[src/rtl/instr_fetch_unit.sv]
// Instruction fetch stage: PC ownership, credit-limited imem requests, in-order response FIFO,
// redirect flush. Optional opcode pre-check enabled by defining FETCH_ILLEGAL_CHECK_EN.
module instr_fetch_unit #(
    parameter int unsigned DEPTH    = 2,
    parameter logic [31:0] RESET_PC = 32'h0000_0000
) (
    input  logic        clk,
    input  logic        rst_n,
    output logic        imem_req_valid,
    input  logic        imem_req_ready,
    output logic [31:0] imem_addr,
    input  logic        imem_rsp_valid,
    input  logic [31:0] imem_rsp_data,
    input  logic        redirect_valid,
    input  logic [31:0] redirect_pc,
    output logic        instr_valid,
    input  logic        instr_ready,
    output logic [31:0] instr,
    output logic [31:0] instr_pc,
    output logic        instr_illegal
);
    localparam int unsigned CW = $clog2(DEPTH) + 1;
    localparam int unsigned PW = $clog2(DEPTH);
    localparam logic [CW:0] DepthExt = DEPTH[CW:0];
    localparam logic [31:0] AlignMask = 32'hFFFF_FFFC;

    logic [31:0]   pc_q, pc_d;
    logic [31:0]   rsp_pc_q, rsp_pc_d;
    logic [CW-1:0] count_q, count_d;
    logic [CW-1:0] outstanding_q, outstanding_d;
    logic [CW-1:0] drop_q, drop_d;
    logic [PW-1:0] wr_ptr_q, wr_ptr_d;
    logic [PW-1:0] rd_ptr_q, rd_ptr_d;
    logic [31:0]   word_q [DEPTH];
    logic [31:0]   word_d [DEPTH];
    logic [31:0]   addr_q [DEPTH];
    logic [31:0]   addr_d [DEPTH];

    logic          acc;
    logic          pop;
    logic          rsp_take;
    logic          push;
    logic [CW:0]   credit_used;

`ifdef FETCH_ILLEGAL_CHECK_EN
    logic          ill_q [DEPTH];
    logic          ill_d [DEPTH];

    // Flags exactly the encodings the downstream decoder has no behaviour for.
    function automatic logic opcode_illegal(input logic [31:0] w);
        logic ill;
        case (w[6:0])
            7'b0000011, 7'b0100011, 7'b0110011, 7'b0010011,
            7'b1101111, 7'b1100111, 7'b0110111, 7'b0010111: ill = 1'b0;
            7'b1100011: ill = (w[14:12] == 3'b010) || (w[14:12] == 3'b011);
            default:    ill = 1'b1;
        endcase
        return ill;
    endfunction
`endif

    // Handshake and output decode.
    always_comb begin
        instr_valid    = (count_q != '0);
        pop            = instr_valid && instr_ready;
        credit_used    = {1'b0, count_q} + {1'b0, outstanding_q} - {{CW{1'b0}}, pop};
        imem_req_valid = !redirect_valid && (credit_used < DepthExt);
        imem_addr      = pc_q;
        acc            = imem_req_valid && imem_req_ready;
        rsp_take       = imem_rsp_valid && (outstanding_q != '0);
        push           = rsp_take && (drop_q == '0) && !redirect_valid;
        instr          = word_q[rd_ptr_q];
        instr_pc       = addr_q[rd_ptr_q];
`ifdef FETCH_ILLEGAL_CHECK_EN
        instr_illegal  = instr_valid && ill_q[rd_ptr_q];
`else
        instr_illegal  = 1'b0;
`endif
    end

    // Next-state for pointers, counters and FIFO storage.
    always_comb begin
        pc_d          = pc_q;
        rsp_pc_d      = rsp_pc_q;
        count_d       = count_q;
        outstanding_d = outstanding_q + CW'(acc) - CW'(rsp_take);
        drop_d        = drop_q;
        wr_ptr_d      = wr_ptr_q;
        rd_ptr_d      = rd_ptr_q;
        word_d        = word_q;
        addr_d        = addr_q;
`ifdef FETCH_ILLEGAL_CHECK_EN
        ill_d         = ill_q;
`endif

        if (acc) begin
            pc_d = pc_q + 32'd4;
        end
        if (rsp_take && (drop_q != '0)) begin
            drop_d = drop_q - 1'b1;
        end
        if (push) begin
            word_d[wr_ptr_q] = imem_rsp_data;
            addr_d[wr_ptr_q] = rsp_pc_q;
`ifdef FETCH_ILLEGAL_CHECK_EN
            ill_d[wr_ptr_q]  = opcode_illegal(imem_rsp_data);
`endif
            wr_ptr_d = wr_ptr_q + 1'b1;
            rsp_pc_d = rsp_pc_q + 32'd4;
        end
        if (pop) begin
            rd_ptr_d = rd_ptr_q + 1'b1;
        end
        count_d = count_q + CW'(push) - CW'(pop);

        // Flush: everything still in flight becomes stale and must be discarded on arrival.
        if (redirect_valid) begin
            pc_d     = redirect_pc & AlignMask;
            rsp_pc_d = redirect_pc & AlignMask;
            count_d  = '0;
            rd_ptr_d = wr_ptr_q;
            drop_d   = outstanding_d;
        end
    end

    always_ff @(posedge clk or negedge rst_n) begin
        if (!rst_n) begin
            pc_q          <= RESET_PC & AlignMask;
            rsp_pc_q      <= RESET_PC & AlignMask;
            count_q       <= '0;
            outstanding_q <= '0;
            drop_q        <= '0;
            wr_ptr_q      <= '0;
            rd_ptr_q      <= '0;
            for (int i = 0; i < int'(DEPTH); i++) begin
                word_q[i] <= '0;
                addr_q[i] <= '0;
`ifdef FETCH_ILLEGAL_CHECK_EN
                ill_q[i]  <= 1'b0;
`endif
            end
        end else begin
            pc_q          <= pc_d;
            rsp_pc_q      <= rsp_pc_d;
            count_q       <= count_d;
            outstanding_q <= outstanding_d;
            drop_q        <= drop_d;
            wr_ptr_q      <= wr_ptr_d;
            rd_ptr_q      <= rd_ptr_d;
            word_q        <= word_d;
            addr_q        <= addr_d;
`ifdef FETCH_ILLEGAL_CHECK_EN
            ill_q         <= ill_d;
`endif
        end
    end

endmodule

[config.mk]
export PLATFORM = sky130hd
export DESIGN_NAME = instr_fetch_unit
export DESIGN_NICKNAME = d
export VERILOG_FILES = /design/src/rtl/instr_fetch_unit.sv
export SDC_FILE = /design/constraint.sdc
export NUM_CORES = 1
export LEC_CHECK = 0
export ABC_AREA = 1
export CORE_MARGIN = 3
export CORE_UTILIZATION = 54
export DETAILED_ROUTE_END_ITERATION = 8
export GPL_ROUTABILITY_DRIVEN = 0
export GPL_TIMING_DRIVEN = 0
export PLACE_DENSITY = 0.86
export SLEW_MARGIN = 20
export SYNTH_ARGS = -nofsm -noshare
export SYNTH_HDL_FRONTEND = slang
export SYNTH_SLANG_ARGS = --single-unit
export TNS_END_PERCENT = 100
[constraint.sdc]
create_clock -name clk -period 3.1 [get_ports clk]
set_input_delay 0.465 -clock clk [delete_from_list [all_inputs] [get_ports clk]]
set_output_delay 0.465 -clock clk [all_outputs]
set_load 0.01 [all_outputs]
# == Word-level counts from Yosys, hierarchy flattened ==
# Cells that the tools add are included.
# classes
addsub,11
n_lt_le_gt_ge,4
mux,19
n_bitwise,2
reduce_logical,17
# ops
cell,n
$mux 32,11
$bwmux 64,2
$add 32x3->32 const B,2
$demux 32 s1,1
$reduce_bool 2->1,7
$logic_and 1x1->1,8
$mux 2,3
$add 2x1->2,2
$ge 2x2->1 const B,2
$not 1->2,2
$sub 2x1->2,2
$add 2x2->3,1
$lt 3x2->1 const B,1
$sub 3x1->3,1
$add 1x1->1 const B,2
$logic_not 2->1,1
$lt 2x1->1 const B,1
$mux 1,2
$sub 2x1->2 const B,1
$logic_not 1->1,1
# totals
regBits,200
out_inout_bits,99
wordCells,64

# == Depth between registers and ports, before layout ==
# Gate-level depths: netlist (run 1).
# depth
word_depth,9
depth_mapped,17
mapped_depth_nobuf,16

# == Worst setup path before layout (run 1) ==
# OpenSTA, ideal clock, no wires.
# synth_timing
path_type,reg-to-reg
from,register count_q[0]
to,register drop_q[1]
arrival_time_ns,2.718
setup_slack_ns,0.317
stages_incl_launch_ff,16
path_buffers,1
synth_period_minus_slack_ns,2.783
cell_sequence,dfrtp_1 -> or2_2 -> nand2_1 -> inv_1 -> nor2_1 -> o21ai_0 -> fa_1 -> nand4_1 -> buf_2 -> ha_1 -> inv_1 -> ha_1 -> xnor2_1 -> xor2_1 -> nand2_1 -> nand2_1
# synth_via
elab_chain_cells,9
# synth_lines
item,line,rtl
from (decl),29,"logic [CW-1:0] count_q, count_d;"
from (signal assigned),145,count_q <= count_d;
$reduce_bool 2->1,64,instr_valid = (count_q != '0);
named net instr_valid,16,"output logic instr_valid,"
$logic_and 1x1->1,65,pop = instr_valid && instr_ready;
$sub 3x1->3,66,"credit_used = {1'b0, count_q} + {1'b0, outstanding_q} - {{CW{1'b0}}, pop};"
$lt 3x2->1,67,imem_req_valid = !redirect_valid && (credit_used < DepthExt);
$logic_and 1x1->1,67,
$logic_and 1x1->1,69,acc = imem_req_valid && imem_req_ready;
$add 2x1->2,86,outstanding_d = outstanding_q + CW'(acc) - CW'(rsp_take);
$sub 2x1->2,86,
named net outstanding_d[1],30,"logic [CW-1:0] outstanding_q, outstanding_d;"
$mux 2,117,if (redirect_valid) begin
to (signal assigned),147,drop_q <= drop_d;
to (decl),31,"logic [CW-1:0] drop_q, drop_d;"
# The timed path passes the listed nets, and every way through them passes these cells.
# A chain may end at the register's enable or synchronous reset.

# == Final worst setup path (run 1) ==
# layout_timing
from,register count_q[0]
to,register pc_q[27] (netlist: imem_addr[27])
# layout_via
elab_chain_cells,7
# layout_lines
item,line,rtl
branches (longest 2 deep; another with $add 2x2->3),n/a,
$sub 3x1->3 *,66,
$lt 3x2->1 *,67,
$logic_and 1x1->1 *,67,
$logic_and 1x1->1 *,69,
$reduce_bool 2->1 (no source line) *,n/a,
to (signal assigned),128,pc_q <= RESET_PC & AlignMask;
to (signal assigned),143,pc_q <= pc_d;
to (decl),27,"logic [31:0] pc_q, pc_d;"
# Mark *: on every way between the ends.

==> impl_summary.txt, run 1 <==
----------------------------------------------------
[Outcome]
  Outcome ... finished clean

[Yosys]
  Number of flops mapped to enable cells by yosys ... 0
  Post-synthesis sequential element count ... 192
  Post-synthesis sequential area ratio ... 48.11%
  Cells after Synth ... 1365
  Number of distinct library cell variants in the gate-level netlist after synthesis ... 38
  Post-Synthesis Cell Area ... 9986 um2
  Yosys warning total ... 0
  Proportion of register bits with asynchronous set or reset after synthesis ... 100.0%
  Primary flip-flop cell chosen by synthesis mapping ... sky130_fd_sc_hd__dfrtp_1
  Mean instance size in the synthesized netlist ... 7.316 um2

[STA]
  Hold Violations, Final ... 0
  Shortest clock period the worst path allows after layout ... 3018 ps
  Relative slew margins ... 54.71%
  Final setup violation count ... 0
  Fin. max-slew vios ... 0
  Hold slack ... 487.2 ps
  Final period utilization ... 97.35%
  Transition time at the pin with the least slew margin ... 679.4 ps
  Post-Route Skew ... 7.626 ps
  Max frequency ... 331.3 MHz

[Power and ir drop]
  Total power of the final layout ... 11.34 mW
  Leakage power summed over all cells ... 6.163 nW
  Power density over cell area ... 902.2 nW/um2
  Highest ir drop seen on vdd ... 0.0004918 V

[CTS]
  CTS H-tree lvls ... 4
  Insertion delay of the later-clocked pin in the worst-skew pair ... 440 ps
  Clock buffers created by TritonCTS ... 17
  CTS Root Buffer Type ... sky130_fd_sc_hd__clkbuf_16
  CTS clk-pin slew, worst paths ... 70 ps
  Buffer depth of the longest clock path ... 2
  Sink count of the clock tree ... 192
  CTS tree ... done

[Floorplanning]
  Die span in y ... 142.0 um
  Effective utilization at floorplan ... 55.21%
  Core footprint ... 18090 um2
  Width of the die ... 142.0 um
  Total die area ... 20160 um2
  Number of ports placed on the die boundary ... 169
  Standard-cell row count ... 49

[Detailed routing]
  Detailed-route DRC error count ... 0
  Final antenna-violating net count ... 0
  Count of TritonRoute iterations in the first routing pass ... 6
  Final wirelength ... 29040 um
  Number of DRC violations after detailed-routing iteration 0 ... 917
  Post-DR vias/cell ... 5.578
  Overall via count from detail_route ... 10020
  WL per Instance ... 16.17 um

[Placement]
  Detailed placement HPWL ... 20630 um
  Placement Cell Area ... 11960 um2
  Total of buffers placed on input and output ports ... 161

[GRT]
  Via count of the first global-routing pass ... 9526
  Global-route wire length before repair ... 46510 um
  Antenna violations before repair ... 0
  Maximum number of pins on one net before global-route repair ... 69
  Remaining Overflow, GRT ... 0
  Global router's overall resource usage ... 28.72%

[Finish]
  N_diodes ... 0
  Fraction of layout cells with a size suffix above 1 ... 5.743%
  Net total in the final layout ... 1633
  Most frequent standard cell in the layout excluding fill and tap cells ... sky130_fd_sc_hd__nand2_1
  Most frequent cells in the layout ... sky130_fd_sc_hd__nand2_1 (534), sky130_fd_sc_hd__dfrtp_1 (192), sky130_fd_sc_hd__clkdlybuf4s50_1 (159)
  Number of filler cells placed in the layout ... 1406
  Area growth syn-to-layout ... 25.87%
  Design Area, Final ... 12570 um2

[Setup path]
  Slack of the worst reg-to-reg path ... 80 ps
  Max FO, Critical Path ... 10
  Critical path buffers and inverters ... 4
  Required time of the worst setup path ... 3390 ps
  Crit path max-delay cell type ... sky130_fd_sc_hd__clkbuf_1
  Type of origin of the critical path ... register
  Ordered cell list for the critical path ... or2_4, nand2_4, inv_2, nor2_2, o21ai_2, fa_1, nor2_1, nor2_1, nand4_1, buf_4, nand2_1, inv_1, clkbuf_1, o21bai_1
  Arrival time at the worst endpoint ... 3310 ps
  Delay of the slowest cell on the worst path ... 480 ps
  Crit Path Class ... reg -> reg
  Critical path capture point type ... register
  Crit-path most repeated cell ... sky130_fd_sc_hd__nor2_1
  CP top delay family ... simple AND/OR/NAND/NOR gates

[Worst hold path]
  Min-delay worst type ... reg -> reg

[Flow run]
  Count of max-cap constraint violations ... 0

----------------------------------------------------
[cell usage after synthesis (3+ instances only)]
cell	number	area, um2
sky130_fd_sc_hd__ha_1	8	100.1
sky130_fd_sc_hd__o21bai_1	6	45.04
sky130_fd_sc_hd__a31oi_1	5	31.28
sky130_fd_sc_hd__a22oi_1	3	22.52
sky130_fd_sc_hd__o211ai_1	12	90.09
sky130_fd_sc_hd__nor2_1	111	416.7
sky130_fd_sc_hd__o21ai_2	4	35.03
sky130_fd_sc_hd__buf_6	7	78.83
sky130_fd_sc_hd__clkbuf_1	30	112.6
sky130_fd_sc_hd__inv_1	123	461.7
sky130_fd_sc_hd__nand3_1	76	380.4
sky130_fd_sc_hd__o21ai_1	47	235.2
sky130_fd_sc_hd__xnor2_1	5	43.79
sky130_fd_sc_hd__nand2_1	535	2008
sky130_fd_sc_hd__nand4_1	14	87.58
sky130_fd_sc_hd__dfrtp_1	192	4805
sky130_fd_sc_hd__nor3_1	5	25.02
sky130_fd_sc_hd__buf_4	5	37.54
sky130_fd_sc_hd__xor2_1	10	87.58
sky130_fd_sc_hd__buf_2	19	95.09
sky130_fd_sc_hd__o21ai_0	95	475.5
sky130_fd_sc_hd__a21oi_1	34	170.2
[path summary, 6_finish.rpt]
path / from / to / cells past startpoint
setup / recovery: count_q[0] / imem_addr[27] / 14
hold / removal: addr_q[10] / addr_q[10] / 2
setup reg to reg: count_q[0] / imem_addr[27] / 14
hold reg to reg: addr_q[10] / addr_q[10] / 2
max in group asynchronous: rst_n / rsp_pc_q[28] / 3
min in group asynchronous: rst_n / word_q[57] / 2
[tightest hold or removal path, stage by stage, from the launching register on]
cell and delay [ps]:
sky130_fd_sc_hd__dfrtp_1 340, sky130_fd_sc_hd__nand2_1 50, sky130_fd_sc_hd__o21ai_0 60
[final cells by class]
| type | instances | area, um2 | share of cell area, % |
|---|---|---|---|
| flip-flops and latches | 192 | 4805 | 38.22 |
| multi-input cells | 985 | 4393 | 34.95 |
| repair buffers | 167 | 1703 | 13.55 |
| inverters | 128 | 483.0 | 3.842 |
| clock buffers | 17 | 425.4 | 3.384 |
| plain buffers | 63 | 346.6 | 2.757 |
| well taps | 229 | 286.5 | 2.280 |
| clock inverters | 15 | 127.6 | 1.015 |
[logic make-up after synthesis]
family / synth area share [%]
AND/OR/NAND/NOR: 29.80
multiplexers: 0.1002
adder cells (fa/ha/maj): 1.203
AO/OA/AOI/OAI: 11.23
other: 0.03755
XOR/XNOR: 1.316
buffers and inverters: 8.207
flip-flops: 48.11
[what timing repair did]
item                                    4_1_cts  5_1_grt
gates resized for setup                       5       14
pin swaps                                     0        7
hold buffers                                  1        0
setup buffers                                 0        3
hold endpoints to repair                     48        0
endpoints found under the setup margin       10       62
[flip-flops by register name (all words and copies together), names as in the netlist]
name / cells
addr_q: 60
count_q: 2
drop_q: 2
imem_addr: 30
outstanding_q: 2
rd_ptr_q: 1
rsp_pc_q: 30
word_q: 64
wr_ptr_q: 1
[report_power, final]
part | switching [mW] | internal, mW | total, mW
Sequential | 0.785 | 3.52 | 4.31
Combinational | 2.68 | 2.28 | 4.96
Clock | 1.03 | 1.05 | 2.08
Total | 4.49 | 6.85 | 11.3
[metal layers]
layer,vias up,GRT usage [%],routed length (um)
met5,-,0,0
met1,4636,38.94,11670
li1,4691,-,-
met2,602,45.76,13640
met4,0,11.62,929
met3,89,5.679,2792
[through the flow]
step / setup TNS (ps) / worst slack, ps / utilization [%] / std cells
after detailed placement: -369.1 / -223.1 / 66.12 / 1761
final: 0 / 82.02 / 69.50 / 1796
after floorplan: 0 / 316.8 / - / 1369
after global routing: -112.8 / -38.16 / 69.50 / 1796
after CTS: 0 / 9.650 / 69.26 / 1794
after global placement: -1178030 / -6146 / 65.79 / 1759
Note: power is estimated with default switching activity, not from simulation.
==> run 2, diff against run 1 <==
ABC_AREA = 0   (was 1)
CORE_UTILIZATION = 64   (was 54)
DONT_BUFFER_PORTS = 1   (was unset)
PLACE_DENSITY = 0.85   (was 0.86)
==> run 2 against run 1 <==
Against the previous run:
- the run now ends with hold timing left
- synthesized area fell by 7.5%
- sequential share of layout area is 8.9 points higher
- clock skew increased by 2.8 ps
- wire length is 27% lower
- first-iteration DRC count shrank 45%
- maximum frequency is 0.86% higher
- critical endpoint is now drop_q[1]
- highest routed layer unchanged
==> impl_summary.txt, run 2 <==
----------------------------------------------------
[STA]
  Final setup violation count ... 0
  Fin. max-slew vios ... 0
  Final period utilization ... 96.53%
  Max frequency ... 334.2 MHz
  Relative slew margins ... 52.79%
  Hold Violations, Final ... 192
  Transition time at the pin with the least slew margin ... 708.2 ps
  Shortest clock period the worst path allows after layout ... 2992 ps
  Post-Route Skew ... 10.38 ps
  Hold slack ... -268.4 ps
  Unrepaired setup endpoints after global routing ... true
  Fin worst setup slack ... 107.7 ps

[Power and ir drop]
  Power density over cell area ... 966.2 nW/um2
  Reg power frac ... 41.9%
  Logic gate share of total power ... 33.6%
  Highest ir drop seen on vdd ... 0.0006364 V
  Total power of the final layout ... 9.865 mW
  Clock group share of total power ... 24.4%
  Leakage power summed over all cells ... 4.333 nW
  Power Internal ... 6.617 mW
  Switch Pwr ... 3.248 mW
  Switching part of the total power ... 32.92%

[Floorplanning]
  Core footprint ... 13990 um2
  Effective utilization at floorplan ... 66.02%
  Width of the die ... 126.1 um
  Number of ports placed on the die boundary ... 169
  Total die area ... 15910 um2
  Die span in y ... 126.1 um
  Standard-cell row count ... 43

[Yosys]
  Primary flip-flop cell chosen by synthesis mapping ... sky130_fd_sc_hd__dfrtp_1
  Yosys top cell by area ... sky130_fd_sc_hd__dfrtp_1
  Post-synthesis sequential element count ... 192
  Post-synthesis sequential area ratio ... 52.03%
  Cells after Synth ... 738
  Yosys warning total ... 0
  Main area contributors after synthesis ... sky130_fd_sc_hd__dfrtp_1 (52%), sky130_fd_sc_hd__mux2_2 (23%), sky130_fd_sc_hd__xor2_1 (2.6%)
  Mean instance size in the synthesized netlist ... 12.51 um2
  Number of flops mapped to enable cells by yosys ... 0
  Cell types with the highest counts after synthesis ... sky130_fd_sc_hd__dfrtp_1 (192), sky130_fd_sc_hd__mux2_2 (192), sky130_fd_sc_hd__nand2_1 (53)
  Proportion of register bits with asynchronous set or reset after synthesis ... 100.0%
  Number of distinct library cell variants in the gate-level netlist after synthesis ... 52
  Post-Synthesis Cell Area ... 9235 um2
  Share of Yosys cell area claimed by the top area cell type ... 52.03%

[Detailed routing]
  Final antenna-violating net count ... 0
  Overall via count from detail_route ... 6085
  WL per Instance ... 22.01 um
  Number of DRC violations after detailed-routing iteration 0 ... 507
  Final wirelength ... 21090 um
  Count of TritonRoute iterations in the first routing pass ... 5
  Detailed-route DRC error count ... 0
  Post-DR vias/cell ... 6.352

[CTS]
  Clock buffers created by TritonCTS ... 17
  CTS clk-pin slew, worst paths ... 70 ps
  Insertion delay of the later-clocked pin in the worst-skew pair ... 430 ps
  Buffer depth of the longest clock path ... 2
  CTS tree ... done
  CTS H-tree lvls ... 4
  Sink count of the clock tree ... 192
  CTS Root Buffer Type ... sky130_fd_sc_hd__clkbuf_16

[Setup path]
  Required time of the worst setup path ... 3450 ps
  Arrival time at the worst endpoint ... 3340 ps
  Worst R2R Path Depth ... 15
  Reg2reg start ... count_q[0]
  Critical path capture point type ... register
  Worst R2R End ... drop_q[1]
  Crit Path Class ... reg -> reg
  Max FO, Critical Path ... 10
  Type of origin of the critical path ... register
  Slack of the worst reg-to-reg path ... 110 ps

[GRT]
  Maximum number of pins on one net before global-route repair ... 193
  Via count of the first global-routing pass ... 6376
  Remaining Overflow, GRT ... 0
  Global-route wire length before repair ... 34510 um
  Global router's overall resource usage ... 27.33%
  Antenna violations before repair ... 0

[Finish]
  Area occupied by multi-input gates ... 4243 um2
  Area used by sequential logic in the layout ... 4807 um2
  Most frequent standard cell in the layout excluding fill and tap cells ... sky130_fd_sc_hd__mux2_2
  Final cell count without fillers ... 958
  Most frequent cells in the layout ... sky130_fd_sc_hd__mux2_2 (192), sky130_fd_sc_hd__dfrtp_1 (190), sky130_fd_sc_hd__nand2_1 (52)
  Net total in the final layout ... 845
  Largest register by flop count ... word_q
  N_diodes ... 0
  Core utilization of the finished layout ... 72.99%
  Largest registers ... word_q (64), addr_q (60)
  Max reg flops ... 64
  Fraction of layout cells with a size suffix above 1 ... 34.70%
  Area growth syn-to-layout ... 10.55%
  Number of filler cells placed in the layout ... 893

[Placement]
  Total of buffers placed on input and output ports ... 0
  Setup slack at placement ... -398.7 ps
  Detailed placement HPWL ... 14910 um
  Placed instance count ... 922

[Outcome]
  Outcome ... complete, but fails checks
  Failing checks ... hold timing

[Worst hold path]
  Min-delay worst type ... in -> async

[Flow run]
  Count of max-cap constraint violations ... 0

----------------------------------------------------
==> run 2: changes by cell type after synthesis, moves of 17 or more <==
cell / previous run / this run
sky130_fd_sc_hd__o21ai_0: 95 / 29
sky130_fd_sc_hd__inv_1: 123 / 12
sky130_fd_sc_hd__nor2_1: 111 / 19
sky130_fd_sc_hd__nand3_1: 76 / 22
sky130_fd_sc_hd__xor2_1: 10 / 27
sky130_fd_sc_hd__nand2_1: 535 / 53
sky130_fd_sc_hd__xnor2_1: 5 / 22
sky130_fd_sc_hd__o21ai_1: 47 / 0
sky130_fd_sc_hd__a21oi_1: 34 / 5
sky130_fd_sc_hd__mux2_2: 0 / 192
==> run 2: cells by family (layout without fill, tap and decap cells) <==
kind of cell    Yosys count  count (layout)  share of synthesized area (%)
mux                     196             196                          23.90
flops                   192             192                          52.03
other cells               1               5                        0.04061
buf+inv                  50              86                          2.588
fa+ha+maj                 9               9                          1.301
xor+xnor                 49              49                          4.647
compound gates           74              74                          5.311
simple gates            167             167                          10.19
==> run 2: per-stage QoR <==
| step | setup TNS [ps] | instance area, um2 |
|---|---|---|
| 2_1_floorplan | 0 | 9250 |
| 3_3_place_gp | -548.3 | 9475 |
| 3_5_place_dp | -990.8 | 9475 |
| 4_1_cts | 0 | 10150 |
| 5_1_grt | -23.01 | 10210 |
| 6_report | 0 | 10210 |
==> run 2: critical path: stages, from the launching register on <==
cell and delay, ps:
sky130_fd_sc_hd__dfrtp_1 400, sky130_fd_sc_hd__or2_4 290, sky130_fd_sc_hd__nand2_2 100, sky130_fd_sc_hd__nor2_1 60
sky130_fd_sc_hd__fa_2 550, sky130_fd_sc_hd__nand3b_1 120, sky130_fd_sc_hd__nor2_2 140, sky130_fd_sc_hd__inv_2 100
sky130_fd_sc_hd__buf_6 160, sky130_fd_sc_hd__ha_1 270, sky130_fd_sc_hd__inv_1 40, sky130_fd_sc_hd__ha_1 200
sky130_fd_sc_hd__xnor2_2 140, sky130_fd_sc_hd__xnor2_1 190, sky130_fd_sc_hd__nand2_1 70, sky130_fd_sc_hd__o21ai_0 90
==> run 2: repair_timing <==
item,4_1_cts,5_1_grt
buffers inserted,2,4
endpoints found under the hold margin,192,192
endpoints found under the setup margin,6,8
resized for setup,5,7
pin swaps,3,2
==> run 2: layer usage <==
| layer | global-route usage (%) | up-vias | share of wire, % |
|---|---|---|---|
| li1 | - | 2697 | - |
| met1 | 35.78 | 3065 | 41 |
| met2 | 45.26 | 287 | 49 |
| met3 | 7.718 | 36 | 8.6 |
| met4 | 7.382 | 0 | 1.7 |
| met5 | 0 | - | 0 |
==> run 2: worst max path at each step <==
stage                     startpoint  slack (ps)   endpoint
final                     count_q[0]         110  drop_q[1]
after global routing      count_q[0]         -20  drop_q[1]
after CTS                 count_q[0]           9  drop_q[1]
after detailed placement  count_q[0]        -400  drop_q[1]
after global placement    count_q[0]        -280  drop_q[1]
after floorplan           count_q[0]         110  drop_q[1]
==> run 2: area by class of cell <==
cell class,count,area share [%]
Sequential cell,192,47.08
Multi-Input combinational cell,500,41.56
Clock buffer,19,4.338
Tap cell,180,2.206
Clock inverter,12,2.010
Buffer,36,1.887
Inverter,13,0.4779
Timing Repair Buffer,6,0.4412
==> run 2: power by group through the flow <==
stage	clock network (mW)	registers (mW)	logic [mW]
after floorplan	0	3.94	2.60
after global placement	0	4.05	3.03
after detailed placement	0	4.16	3.15
after CTS	2.43	4.13	3.23
after global routing	2.54	4.26	3.57
final	2.41	4.14	3.32
==> run 3, diff against run 2 <==
CORE_UTILIZATION = 53   (was 64)
PLACE_DENSITY = 0.73   (was 0.85)
==> run 3 against run 2 <==
Against the previous run:
- the run still ends with hold timing left
- sequential cell count did not move
- global-route usage fell by 4.9 points
- clock skew rose by 2.1 ps
- largest cell class unchanged
==> impl_summary.txt, run 3 (same netlist as run 2, synthesis figures left out) <==
----------------------------------------------------
[STA]
  Hold slack ... -259.0 ps
  Max frequency ... 338.6 MHz
  Fin worst setup slack ... 146.3 ps
  Hold Violations, Final ... 192
  Final setup violation count ... 0
  Fin. max-slew vios ... 0
  Setup TNS after final layout ... 0 ps
  Shortest clock period the worst path allows after layout ... 2954 ps
  Transition time at the pin with the least slew margin ... 805.5 ps
  Post-Route Skew ... 12.49 ps
  Final period utilization ... 95.28%
  Relative slew margins ... 46.30%

[Placement]
  Placement Cell Area ... 9525 um2
  Placed instance count ... 962
  Detailed placement HPWL ... 15120 um
  Setup slack at placement ... -397.6 ps
  Total of buffers placed on input and output ports ... 0

[Detailed routing]
  Number of DRC violations after detailed-routing iteration 0 ... 333
  Count of TritonRoute iterations in the first routing pass ... 7
  Final antenna-violating net count ... 0
  Overall via count from detail_route ... 6008
  Post-DR vias/cell ... 5.990
  Final wirelength ... 21180 um
  WL per Instance ... 21.12 um
  Detailed-route DRC error count ... 0

[Setup path]
  Type of origin of the critical path ... register
  Crit Path Class ... reg -> reg
  Reg2reg start ... count_q[0]
  Arrival time at the worst endpoint ... 3290 ps
  Max FO, Critical Path ... 10
  Critical path capture point type ... register
  Source of the critical timing path ... count_q[0]
  Required time of the worst setup path ... 3440 ps

[Finish]
  Area occupied by multi-input gates ... 4232 um2
  Number of filler cells placed in the layout ... 1362
  Net total in the final layout ... 850
  N_diodes ... 0
  Core utilization of the finished layout ... 60.45%
  Area growth syn-to-layout ... 10.09%
  Largest registers ... word_q (64), addr_q (60)
  Final cell count without fillers ... 1003
  Area used by sequential logic in the layout ... 4806 um2
  Design Area, Final ... 10170 um2
  Max reg flops ... 64
  Fraction of layout cells with a size suffix above 1 ... 34.61%
  Most frequent cells in the layout ... sky130_fd_sc_hd__mux2_2 (192), sky130_fd_sc_hd__dfrtp_1 (191), sky130_fd_sc_hd__nand2_1 (52)
  Most frequent standard cell in the layout excluding fill and tap cells ... sky130_fd_sc_hd__mux2_2
  Largest register by flop count ... word_q

[GRT]
  Global-route wire length before repair ... 34310 um
  Maximum number of pins on one net before global-route repair ... 193
  Remaining Overflow, GRT ... 0
  Gr busiest metal ... met2
  Met1 global-route usage ... 29.53%
  Antenna violations before repair ... 0
  Via count of the first global-routing pass ... 6236
  Met3 layer usage reported by global route ... 7.424%
  Global router's overall resource usage ... 22.41%
  GRT met2 Usage ... 35.89%

[CTS]
  CTS tree ... done
  CTS Root Buffer Type ... sky130_fd_sc_hd__clkbuf_16
  Insertion delay of the later-clocked pin in the worst-skew pair ... 430 ps
  Sink count of the clock tree ... 192
  CTS clk-pin slew, worst paths ... 70 ps
  Clock buffers created by TritonCTS ... 17
  CTS H-tree lvls ... 4
  Buffer depth of the longest clock path ... 2

[Outcome]
  Outcome ... complete, but fails checks
  Failing checks ... hold timing

[Worst hold path]
  Min-delay worst type ... in -> async

[Floorplanning]
  Width of the die ... 138 um
  Standard-cell row count ... 47
  Total die area ... 19040 um2
  Effective utilization at floorplan ... 54.91%
  Die span in y ... 138 um
  Core footprint ... 16820 um2
  Number of ports placed on the die boundary ... 169

[Power and ir drop]
  Leakage power summed over all cells ... 4.304 nW
  Power density over cell area ... 923.4 nW/um2
  Highest ir drop seen on vdd ... 0.0004617 V

[Flow run]
  Count of max-cap constraint violations ... 0

----------------------------------------------------
-- run 3: changes by cell type in the layout (fill, tap and decap cells not counted), moves of 2 or more --
cell and change:
sky130_fd_sc_hd__buf_4 +4, sky130_fd_sc_hd__bufinv_16 -5, sky130_fd_sc_hd__clkbuf_1 +3, sky130_fd_sc_hd__clkbuf_8 +2, sky130_fd_sc_hd__clkinv_2 +2
-- run 3: layer usage --
| metal | up-vias | wire, um |
|---|---|---|
| met3 | 25 | 1783 |
| met4 | 0 | 337 |
| li1 | 2713 | - |
| met5 | - | 0 |
| met1 | 3024 | 8938 |
| met2 | 246 | 10120 |
-- run 3: worst paths after layout --
kind	depth (start not counted)	slack, ps	endpoint
worst max-delay path	15	150	drop_q[1]
worst min-delay path	0	-260	word_q[55]
worst max register to register	15	150	drop_q[1]
worst min register to register	1	490	word_q[53]
max in group asynchronous	0	3140	addr_q[55]
min in group clk	2	180	imem_addr[24]
-- run 3: what timing repair did --
action / CTS / global route
pin swaps: 3 / 5
gates resized for setup: 5 / 5
endpoints found under the hold margin: 192 / 192
setup endpoints to repair: 5 / 8
setup buffers: 2 / 8
-- run 3: stage by stage --
step	total power, mW	hold slack, ps
detailed placement	7.316	176.5
global placement	7.117	175.7
global route	9.938	-289.8
finish	9.388	-259.0
CTS	9.394	-277.0
floorplan	6.538	169.4
-- run 3: where the power goes --
group | switching (mW) | internal, mW
combinational | 1.61 | 1.67
clock | 0.906 | 1.09
sequential | 0.648 | 3.47
-- run 3: final cells by class --
cell class | instances | share of cell area, %
Timing Repair Buffer | 10 | 0.7384
Sequential cell | 192 | 47.27
Buffer | 37 | 1.932
Clock inverter | 8 | 0.5538
Tap cell | 220 | 2.707
Multi-Input combinational cell | 500 | 41.62
Clock buffer | 23 | 4.701
Inverter | 13 | 0.4799
-- run 3: worst max-delay path, stage by stage (launching register included) --
cell and delay (ps):
sky130_fd_sc_hd__dfrtp_1 380, sky130_fd_sc_hd__or2_4 280, sky130_fd_sc_hd__nand2_2 100, sky130_fd_sc_hd__nor2_1 70, sky130_fd_sc_hd__fa_1 570, sky130_fd_sc_hd__nand3b_1 130
sky130_fd_sc_hd__nor2_2 150, sky130_fd_sc_hd__inv_2 70, sky130_fd_sc_hd__buf_6 150, sky130_fd_sc_hd__ha_1 270, sky130_fd_sc_hd__inv_1 30, sky130_fd_sc_hd__ha_1 190
sky130_fd_sc_hd__xnor2_2 140, sky130_fd_sc_hd__xnor2_1 190, sky130_fd_sc_hd__nand2_1 70, sky130_fd_sc_hd__o21ai_0 90
